$ cat config.mk
export PLATFORM = sky130hd
export DESIGN_NAME = alu_input_sequencer
export DESIGN_NICKNAME = d
export VERILOG_FILES = /design/src/rtl/alu_test_pkg.sv /design/src/rtl/key_debounce.sv /design/src/rtl/alu_input_sequencer.sv
export SDC_FILE = /design/constraint.sdc
export NUM_CORES = 1
export LEC_CHECK = 0
export ABC_CLOCK_PERIOD_IN_PS = 2880
export CAP_MARGIN = 20
export CELL_PAD_IN_SITES_DETAIL_PLACEMENT = 0
export CELL_PAD_IN_SITES_GLOBAL_PLACEMENT = 1
export CORE_ASPECT_RATIO = 0.8
export CORE_MARGIN = 2
export CORE_UTILIZATION = 40
export DETAILED_ROUTE_END_ITERATION = 16
export PLACE_DENSITY_LB_ADDON = 0.3
export REMOVE_ABC_BUFFERS = 1
export SETUP_SLACK_MARGIN = 0.02
export SYNTH_ARGS = -nofsm -noshare
export SYNTH_HDL_FRONTEND = slang
export SYNTH_SLANG_ARGS = --single-unit
$ cat constraint.sdc
create_clock -name CLOCK_50 -period 2.88 [get_ports CLOCK_50]
set_input_delay 0.432 -clock CLOCK_50 [delete_from_list [all_inputs] [get_ports CLOCK_50]]
set_output_delay 0.432 -clock CLOCK_50 [all_outputs]
set_load 0.02 [all_outputs]
$ cat src/rtl/alu_test_pkg.sv
// Shared types and constants for the ALU test design: widths, FSM encoding,
// and the default key debounce length.
package alu_test_pkg;

    localparam int DATA_W = 8;
    localparam int OP_W   = 4;
    localparam int RES_W  = 16;

    localparam int DEFAULT_DEBOUNCE_CYCLES = 500000;

    typedef enum logic [5:0] {
        S_ENTER_A  = 6'b000001,
        S_ENTER_B  = 6'b000010,
        S_ENTER_OP = 6'b000100,
        S_ISSUE    = 6'b001000,
        S_WAIT_RES = 6'b010000,
        S_SHOW     = 6'b100000
    } state_t;

    // ISSUE and WAIT_RES share one LED so the board shows "busy with the ALU".
    function automatic logic [4:0] leds_of(input state_t s);
        return {s[5], s[4] | s[3], s[2], s[1], s[0]};
    endfunction

endpackage

$ cat src/rtl/key_debounce.sv
// Pushbutton conditioning: 2-flop synchroniser, stability counter and a
// registered one-cycle pulse on every accepted press (high-to-low flip).
module key_debounce #(
    parameter int DEBOUNCE_CYCLES = 500000
) (
    input  logic clk,
    input  logic rst_n,
    input  logic key_raw,
    output logic press
);

    localparam int CNT_W = (DEBOUNCE_CYCLES > 1) ? $clog2(DEBOUNCE_CYCLES) : 1;
    localparam logic [CNT_W-1:0] CNT_LAST = CNT_W'(DEBOUNCE_CYCLES - 1);

    logic             sync1_reg;
    logic             sync2_reg;
    logic             level_reg;
    logic             level_d_reg;
    logic [CNT_W-1:0] cnt_reg;
    logic             press_reg;

    always_ff @(posedge clk or negedge rst_n) begin
        if (!rst_n) begin
            sync1_reg   <= 1'b1;
            sync2_reg   <= 1'b1;
            level_reg   <= 1'b1;
            level_d_reg <= 1'b1;
            cnt_reg     <= '0;
            press_reg   <= 1'b0;
        end else begin
            sync1_reg <= key_raw;
            sync2_reg <= sync1_reg;
            if (sync2_reg == level_reg) begin
                cnt_reg <= '0;
            end else if (cnt_reg == CNT_LAST) begin
                level_reg <= sync2_reg;
                cnt_reg   <= '0;
            end else begin
                cnt_reg <= cnt_reg + 1'b1;
            end
            // Pulse is taken from the delayed accepted level so it is a clean register output.
            level_d_reg <= level_reg;
            press_reg   <= level_d_reg & ~level_reg;
        end
    end

    assign press = press_reg;

endmodule

$ cat src/rtl/alu_input_sequencer.sv
// Operand-entry front end for the ALU: debounced keys step an FSM that latches
// A, B and the opcode from the switches, issues one request and shows the result.
module alu_input_sequencer
    import alu_test_pkg::*;
#(
    parameter int DEBOUNCE_CYCLES = DEFAULT_DEBOUNCE_CYCLES
) (
    input  logic              CLOCK_50,
    input  logic              Resetn,
    input  logic [1:0]        KEY,
    input  logic [DATA_W-1:0] SW,
    input  logic              alu_ready,
    input  logic              res_valid,
    input  logic [RES_W-1:0]  alu_result,
    output logic [DATA_W-1:0] op_a,
    output logic [DATA_W-1:0] op_b,
    output logic [OP_W-1:0]   alu_op,
    output logic              alu_valid,
    output logic [RES_W-1:0]  disp_value,
    output logic [4:0]        state_leds
);

    logic [1:0] press;

    generate
        for (genvar gi = 0; gi < 2; gi++) begin : g_key
            key_debounce #(
                .DEBOUNCE_CYCLES(DEBOUNCE_CYCLES)
            ) u_key_debounce (
                .clk    (CLOCK_50),
                .rst_n  (Resetn),
                .key_raw(KEY[gi]),
                .press  (press[gi])
            );
        end
    endgenerate

    logic enter;
    logic cancel;
    assign enter  = press[0];
    assign cancel = press[1];

    state_t            state_reg,  state_next;
    logic [DATA_W-1:0] op_a_reg,   op_a_next;
    logic [DATA_W-1:0] op_b_reg,   op_b_next;
    logic [OP_W-1:0]   alu_op_reg, alu_op_next;
    logic [RES_W-1:0]  result_reg, result_next;
    logic              valid_reg,  valid_next;
    logic [RES_W-1:0]  disp_reg,   disp_next;

    always_ff @(posedge CLOCK_50 or negedge Resetn) begin
        if (!Resetn) begin
            state_reg  <= S_ENTER_A;
            op_a_reg   <= '0;
            op_b_reg   <= '0;
            alu_op_reg <= '0;
            result_reg <= '0;
            valid_reg  <= 1'b0;
            disp_reg   <= '0;
        end else begin
            state_reg  <= state_next;
            op_a_reg   <= op_a_next;
            op_b_reg   <= op_b_next;
            alu_op_reg <= alu_op_next;
            result_reg <= result_next;
            valid_reg  <= valid_next;
            disp_reg   <= disp_next;
        end
    end

    always_comb begin
        state_next  = state_reg;
        op_a_next   = op_a_reg;
        op_b_next   = op_b_reg;
        alu_op_next = alu_op_reg;
        result_next = result_reg;
        disp_next   = '0;

        // Cancel is checked first in every state that honours it, so it beats enter.
        unique case (state_reg)
            S_ENTER_A: begin
                if (cancel) begin
                    state_next = S_ENTER_A;
                end else if (enter) begin
                    op_a_next  = SW;
                    state_next = S_ENTER_B;
                end
            end
            S_ENTER_B: begin
                if (cancel) begin
                    state_next = S_ENTER_A;
                end else if (enter) begin
                    op_b_next  = SW;
                    state_next = S_ENTER_OP;
                end
            end
            S_ENTER_OP: begin
                if (cancel) begin
                    state_next = S_ENTER_A;
                end else if (enter) begin
                    alu_op_next = SW[OP_W-1:0];
                    state_next  = S_ISSUE;
                end
            end
            S_ISSUE: begin
                if (valid_reg && alu_ready) begin
                    state_next = S_WAIT_RES;
                end
            end
            S_WAIT_RES: begin
                if (res_valid) begin
                    result_next = alu_result;
                    state_next  = S_SHOW;
                end
            end
            S_SHOW: begin
                if (cancel || enter) begin
                    state_next = S_ENTER_A;
                end
            end
            default: state_next = S_ENTER_A;
        endcase

        unique case (state_reg)
            S_ENTER_A, S_ENTER_B: disp_next = {{(RES_W-DATA_W){1'b0}}, SW};
            S_ENTER_OP:           disp_next = {{(RES_W-OP_W){1'b0}}, SW[OP_W-1:0]};
            S_ISSUE, S_WAIT_RES:  disp_next = {op_a_reg, op_b_reg};
            S_SHOW:               disp_next = result_reg;
            default:              disp_next = '0;
        endcase

        valid_next = (state_next == S_ISSUE);
    end

    assign op_a       = op_a_reg;
    assign op_b       = op_b_reg;
    assign alu_op     = alu_op_reg;
    assign alu_valid  = valid_reg;
    assign disp_value = disp_reg;
    assign state_leds = leds_of(state_reg);

endmodule

==> results.json, run 1 <==
{
  "status": "finished clean",
  "die_w_um": 125,
  "ys.warnings.count": 0,
  "cts_buffer_depth": 2,
  "cpMaxStageDelayCell": "or4_1",
  "clock-skew-final_ps": 10.5,
  "rr_worst_depth": 4,
  "grt_pass1_wl_mm": 16.6,
  "ant_nets": 0,
  "max-vdd-ir-drop_v": 0.000281,
  "drc": 0,
  "met2_length_mm": 4.38,
  "yosysSeqAreaShare": 0.575,
  "via_per_inst": 5.14,
  "drt_iter0_markers": 160,
  "track_usage": 0.170,
  "met3_length_um": 713,
  "clkSinkCount": 107,
  "wire_per_inst_um": 16.2,
  "path_depth": 4,
  "ys_types": 47,
  "routed_wl_mm": 9.98,
  "num_io_pins": 72,
  "crit_chain": "or4_1, or4_4, o21ai_4, nor2_1",
  "diodes": 0,
  "cts_buffers": 9,
  "top_layer_used": "met4",
  "final.min_clock_period_ps": 2220,
  "rsz0062_at_grt": "no",
  "htree_levels": 3,
  "num_rows": 35,
  "multi_input_area_sq_um": 1800,
  "postCtsSetupBuffers": 0,
  "dieArea_sq_um": 12600,
  "grt_pass1_vias": 3135,
  "grt_antenna_before_repair": 0,
  "fin_setup_tns_ps": 0,
  "async_reset_ff_frac": 1.00,
  "r2r_end": "g_key[0].u_key_debounce.cnt_reg[11]$_DFF_PN0_",
  "synth_top_flop_cell": "dfrtp_1",
  "cp-end-kind": "register",
  "crit_start": "g_key[0].u_key_debounce.cnt_reg[11]$_DFF_PN0_",
  "io_buffers": 71,
  "arrival_ps": 2440,
  "regArea_sq_um": 2690,
  "via_count": 3169,
  "path_clk_slew_ps": 80,
  "max_stage_delay_ps": 560,
  "grt_remaining_overflow": 0,
  "synth-edff-count": 0,
  "power_leakage_nw": 2.43,
  "largest_register_ffs": 38,
  "gp_congestion": 0.797,
  "dieHeight_um": 101,
  "slew_headroom": 0.456,
  "ctsHoldBuffers": 0,
  "clk_latency_ps": 360,
  "critical_path_required_ps": 3100,
  "cts-resized-gates": 0,
  "hold_slack_ps": 25.8,
  "power_mw": 3.09,
  "synth.ff_latch_count": 107,
  "drv_cap": 0,
  "grt_max_degree": 51,
  "post_route_cells_drive_above_1_share": 0.175,
  "tritoncts": "done",
  "worst-path-buf-inv": 0,
  "wl_met1_mm": 4.73,
  "hp-class": "primary input to async pin",
  "root_buffer": "clkbuf_16",
  "finalCritPeriodShare": 0.772,
  "synthCells": 398,
  "dpl.hpwl_mm": 6.83,
  "hold_viol_final": 0,
  "final_nets": 495,
  "slew_violations": 0,
  "path_class": "register to register",
  "crit_family": "simple AND/OR/NAND/NOR gates",
  "worst_slew_pin_slew_ps": 816,
  "r2r_start": "g_key[0].u_key_debounce.cnt_reg[11]$_DFF_PN0_",
  "coreArea_sq_um": 11500,
  "endpoint": "g_key[0].u_key_debounce.cnt_reg[11]$_DFF_PN0_",
  "syn-cell-area_sq_um": 4670,
  "drtPass1Iterations": 4,
  "crit_fanout": 19,
  "max_freq_mhz": 450,
  "r2r_slack_ps": 660,
  "initial_utilization": 0.407,
  "critPathLaunchType": "register",
  "synthToLayoutAreaGrowth_pct": 24.1,
  "avgSynthCellArea_sq_um": 11.7,
  "power_density_nw_per_um2": 533,
  "fillers": 1043,
  "finalSetupViolCount": 0
}
-- per-stage QoR --
step                setup slack [ps]  cell area (sq um)  utilization  cells
finish                           658               5800        0.506    616
global route                     517               5800        0.506    616
global placement                 712               5500        0.480    600
floorplan                        813               4540            -    375
CTS                              645               5800        0.506    616
detailed placement               651               5500        0.480    600
-- Yosys cell counts, types with 5 or more instances --
| cell | count | share of area |
|---|---|---|
| a21oi_1 | 14 | 0.015 |
| a22o_1 | 8 | 0.015 |
| buf_2 | 6 | 0.0064 |
| clkbuf_1 | 10 | 0.0080 |
| dfrtp_1 | 98 | 0.52 |
| dfstp_2 | 9 | 0.051 |
| inv_1 | 16 | 0.013 |
| mux2_2 | 37 | 0.089 |
| nand2_1 | 17 | 0.014 |
| nand3_1 | 14 | 0.015 |
| nand4_1 | 11 | 0.015 |
| nor2_1 | 32 | 0.026 |
| nor2b_1 | 7 | 0.0094 |
| nor3_1 | 7 | 0.0075 |
| nor4_1 | 8 | 0.011 |
| o21ai_0 | 11 | 0.012 |
| o31ai_1 | 5 | 0.0080 |
| or3_1 | 8 | 0.011 |
| or4_1 | 7 | 0.011 |
| xnor2_1 | 14 | 0.026 |
| xor2_1 | 13 | 0.024 |
-- how the worst min path moves through the flow --
stage	from	end	slack [ps]	cells past startpoint
after detailed placement	g_key[0].u_key_debounce.sync1_reg$_DFF_PN1_	g_key[0].u_key_debounce.sync2_reg$_DFF_PN1_	350	0
final	Resetn	g_key[1].u_key_debounce.cnt_reg[13]$_DFF_PN0_	30	1
after global routing	Resetn	alu_op[3]$_DFFE_PN0P_	50	1
after CTS	Resetn	alu_op[3]$_DFFE_PN0P_	40	1
after global placement	g_key[0].u_key_debounce.sync1_reg$_DFF_PN1_	g_key[0].u_key_debounce.sync2_reg$_DFF_PN1_	350	0
after floorplan	Resetn	alu_op[0]$_DFFE_PN0P_	140	0
-- final cells by class --
type                            instances  area share
Inverter                               16      0.0104
Sequential cell                       107       0.464
Clock buffer                            9      0.0388
Multi-Input combinational cell        252       0.311
Clock inverter                          7      0.0125
Timing Repair Buffer                   77       0.132
Tap cell                              148      0.0319
-- worst reg2reg max path: cells and delay by family, from the launching register on --
kind            cells  cell delay (ps)
compound gates      1              430
simple gates        3             1220
flops               1              440
-- cells in the final DEF (no fill, tap or decap), types with 6 or more instances in the layout --
cell type | synthesis | final
dfrtp_1 | 98 | 98
clkdlybuf4s50_1 | 0 | 70
mux2_2 | 37 | 37
nor2_1 | 32 | 32
nand2_1 | 17 | 17
inv_1 | 16 | 16
a21oi_1 | 14 | 14
xnor2_1 | 14 | 14
nand3_1 | 14 | 14
xor2_1 | 13 | 13
o21ai_0 | 11 | 11
nand4_1 | 11 | 11
clkbuf_16 | 0 | 9
dfstp_2 | 9 | 9
nor4_1 | 8 | 8
a22o_1 | 8 | 8
or3_1 | 8 | 8
nor3_1 | 7 | 7
nor2b_1 | 7 | 7
or4_1 | 7 | 7
buf_4 | 4 | 6
-- per-layer routing --
metal	track usage	up-vias
met4	0.0530	0
met5	0	-
met1	0.227	1554
li1	-	1539
met3	0.0743	12
met2	0.251	64
-- cell families after synthesis --
family,Yosys count,synth area share
AOI/OAI and AO/OA,53,0.0808
xor gates and xnor gates,27,0.0506
adders and majority gates,2,0.00535
buffers and inverters,39,0.0410
DFF,107,0.575
muxes,38,0.0923
and+or+nand+nor,132,0.155
-- where the power goes --
part           switching (mW)  leakage, nW  internal, mW  total, mW
Combinational           0.135        0.893         0.130      0.264
Sequential             0.0353         1.39          1.55       1.59
Clock                   0.615        0.146         0.621       1.24
Total                   0.785         2.43          2.30       3.09
Note: power is estimated with default switching activity, not from simulation.
==> run 2: changes to the inputs <==
--- a/config.mk
+++ b/config.mk
@@ -5,7 +5,7 @@
 export SDC_FILE = /design/constraint.sdc
 export NUM_CORES = 1
 export LEC_CHECK = 0
-export ABC_CLOCK_PERIOD_IN_PS = 2880
+export ABC_CLOCK_PERIOD_IN_PS = 2050
 export CAP_MARGIN = 20
 export CELL_PAD_IN_SITES_DETAIL_PLACEMENT = 0
 export CELL_PAD_IN_SITES_GLOBAL_PLACEMENT = 1
==> constraint.sdc (replaced) <==
create_clock -name CLOCK_50 -period 2.05 [get_ports CLOCK_50]
set_input_delay 0.3075 -clock CLOCK_50 [delete_from_list [all_inputs] [get_ports CLOCK_50]]
set_output_delay 0.3075 -clock CLOCK_50 [all_outputs]
set_load 0.02 [all_outputs]
==> results.json, run 2 (synthesized netlist as in run 1, its figures left out) <==
{
  "sw_frac_of_total": 0.244,
  "cts_buffers": 9,
  "gp_congestion": 0.755,
  "tritoncts": "done",
  "max_freq_mhz": 511,
  "crit_start": "g_key[0].u_key_debounce.cnt_reg[11]$_DFF_PN0_",
  "hold-path-endpoint": "g_key[0].u_key_debounce.sync2_reg$_DFF_PN1_",
  "clkSinkCount": 107,
  "final_cells": 641,
  "rsz0062_at_grt": "yes",
  "worst_slew_pin_slew_ps": 498,
  "via_per_inst": 5.14,
  "intPower_mw": 3.36,
  "drt_iter0_markers": 219,
  "final_nets": 520,
  "whs_path_depth": 0,
  "dieArea_sq_um": 12600,
  "path_clk_slew_ps": 70,
  "clk_latency_ps": 360,
  "multi_input_area_sq_um": 1820,
  "max-vdd-ir-drop_v": 0.000515,
  "post-place-cells": 622,
  "hold_viol_final": 0,
  "ant_nets": 0,
  "synthToLayoutAreaGrowth_pct": 29.8,
  "wire_per_inst_um": 16.1,
  "r2r_slack_ps": 90,
  "grt_max_degree": 68,
  "power_frac_seq": 0.500,
  "power_leakage_nw": 2.60,
  "grt_pass1_wl_mm": 17.2,
  "largest_register_ffs": 38,
  "crit_fanout": 19,
  "final.min_clock_period_ps": 1960,
  "finalCritPeriodShare": 0.954,
  "die_w_um": 125,
  "p_switching_mw": 1.09,
  "track_usage": 0.173,
  "rr_worst_depth": 5,
  "fillers": 1024,
  "clock_power_share": 0.410,
  "cp-end-kind": "register",
  "htree_levels": 3,
  "num_io_pins": 72,
  "arrival_ps": 2180,
  "final_common_cell": "dfrtp_1",
  "status": "finished clean",
  "preCtsSetupSlack_ps": -15.7,
  "initial_utilization": 0.407,
  "worst_slack_ps": 93.5,
  "grt_remaining_overflow": 0,
  "power_density_nw_per_um2": 734,
  "cts_buffer_depth": 2,
  "via_count": 3296,
  "final_cell_mix": "dfrtp_1, clkdlybuf4s50_1, mux2_2",
  "io_buffers": 71,
  "critical_path_required_ps": 2270,
  "routed_wl_mm": 10.3,
  "post_route_cells_drive_above_1_share": 0.225,
  "critPathLaunchType": "register",
  "r2r_start": "g_key[0].u_key_debounce.cnt_reg[11]$_DFF_PN0_",
  "diodes": 0,
  "fin_util": 0.529,
  "regArea_sq_um": 2690,
  "slew_violations": 0,
  "hp-class": "register to register",
  "drtPass1Iterations": 4,
  "hold_slack_ps": 363,
  "finalSetupViolCount": 0,
  "path_class": "register to register",
  "drv_cap": 0,
  "pwr-share-comb": 0.090,
  "num_rows": 35,
  "min-delay-start": "g_key[0].u_key_debounce.sync1_reg$_DFF_PN1_",
  "r2r_end": "g_key[0].u_key_debounce.cnt_reg[17]$_DFF_PN0_",
  "grt_antenna_before_repair": 0,
  "drc": 0,
  "root_buffer": "clkbuf_16",
  "dieHeight_um": 101,
  "dpl.hpwl_mm": 7.04,
  "slew_headroom": 0.667,
  "grt_pass1_vias": 3270,
  "coreArea_sq_um": 11500,
  "clock-skew-final_ps": 12.6
}
-- run 2: power by group through the flow --
stage	Combinational, mW	Sequential, mW	Clock, mW
3_3_place_gp	0.403	2.26	0
3_5_place_dp	0.405	2.27	0
6_report	0.399	2.23	1.83
4_1_cts	0.408	2.23	1.87
5_1_grt	0.440	2.24	1.95
2_1_floorplan	0.0930	2.32	0
-- run 2: layout make-up --
class / count / area share
clock buffer: 9 / 0.0371
clock inverter: 7 / 0.0151
inverter: 16 / 0.00990
multi-input combinational: 252 / 0.300
sequential: 107 / 0.443
tap: 148 / 0.0305
timing repair buffer: 102 / 0.164
-- run 2: stage by stage --
| stage | setup TNS, ps | total power, mW | cell area [sq um] |
|---|---|---|---|
| after floorplan | -17.5 | 2.41 | 4540 |
| after CTS | 0 | 4.50 | 6040 |
| after global placement | 0 | 2.67 | 5710 |
| after global routing | 0 | 4.63 | 6070 |
| after detailed placement | -25.0 | 2.67 | 5710 |
| final | 0 | 4.45 | 6070 |
-- run 2: worst max path at each step --
stage | slack (ps) | depth (start not counted) | end
floorplan | -20 | 4 | op_b[3]$_DFFE_PN0P_
detailed placement | -20 | 4 | op_b[3]$_DFFE_PN0P_
global route | 7 | 5 | g_key[0].u_key_debounce.cnt_reg[18]$_DFF_PN0_
CTS | 40 | 3 | state_leds[3]
global placement | 20 | 4 | op_b[3]$_DFFE_PN0P_
finish | 90 | 5 | g_key[0].u_key_debounce.cnt_reg[17]$_DFF_PN0_
-- run 2: layer usage --
layer / track usage / vias up / routed length (um)
met2: 0.263 / 70 / 4590
met5: 0 / - / 0
met1: 0.232 / 1627 / 4880
li1: - / 1584 / -
met4: 0.0538 / 0 / 139
met3: 0.0632 / 15 / 707
-- run 2: repair_timing --
item                                    in CTS  in global routing
hold buffers                                 1                  0
endpoints found under the setup margin       8                  6
buffers inserted                             0                  2
hold endpoints to repair                    18                  0
resized for setup                            1                  5
pin swaps                                    0                  0
-- run 2: worst max-delay path: stages (launching register included) --
cell and delay, ps:
dfrtp_1 370, or4_1 530, or4_4 550, o21ai_4 160, buf_12 160, a21oi_1 50
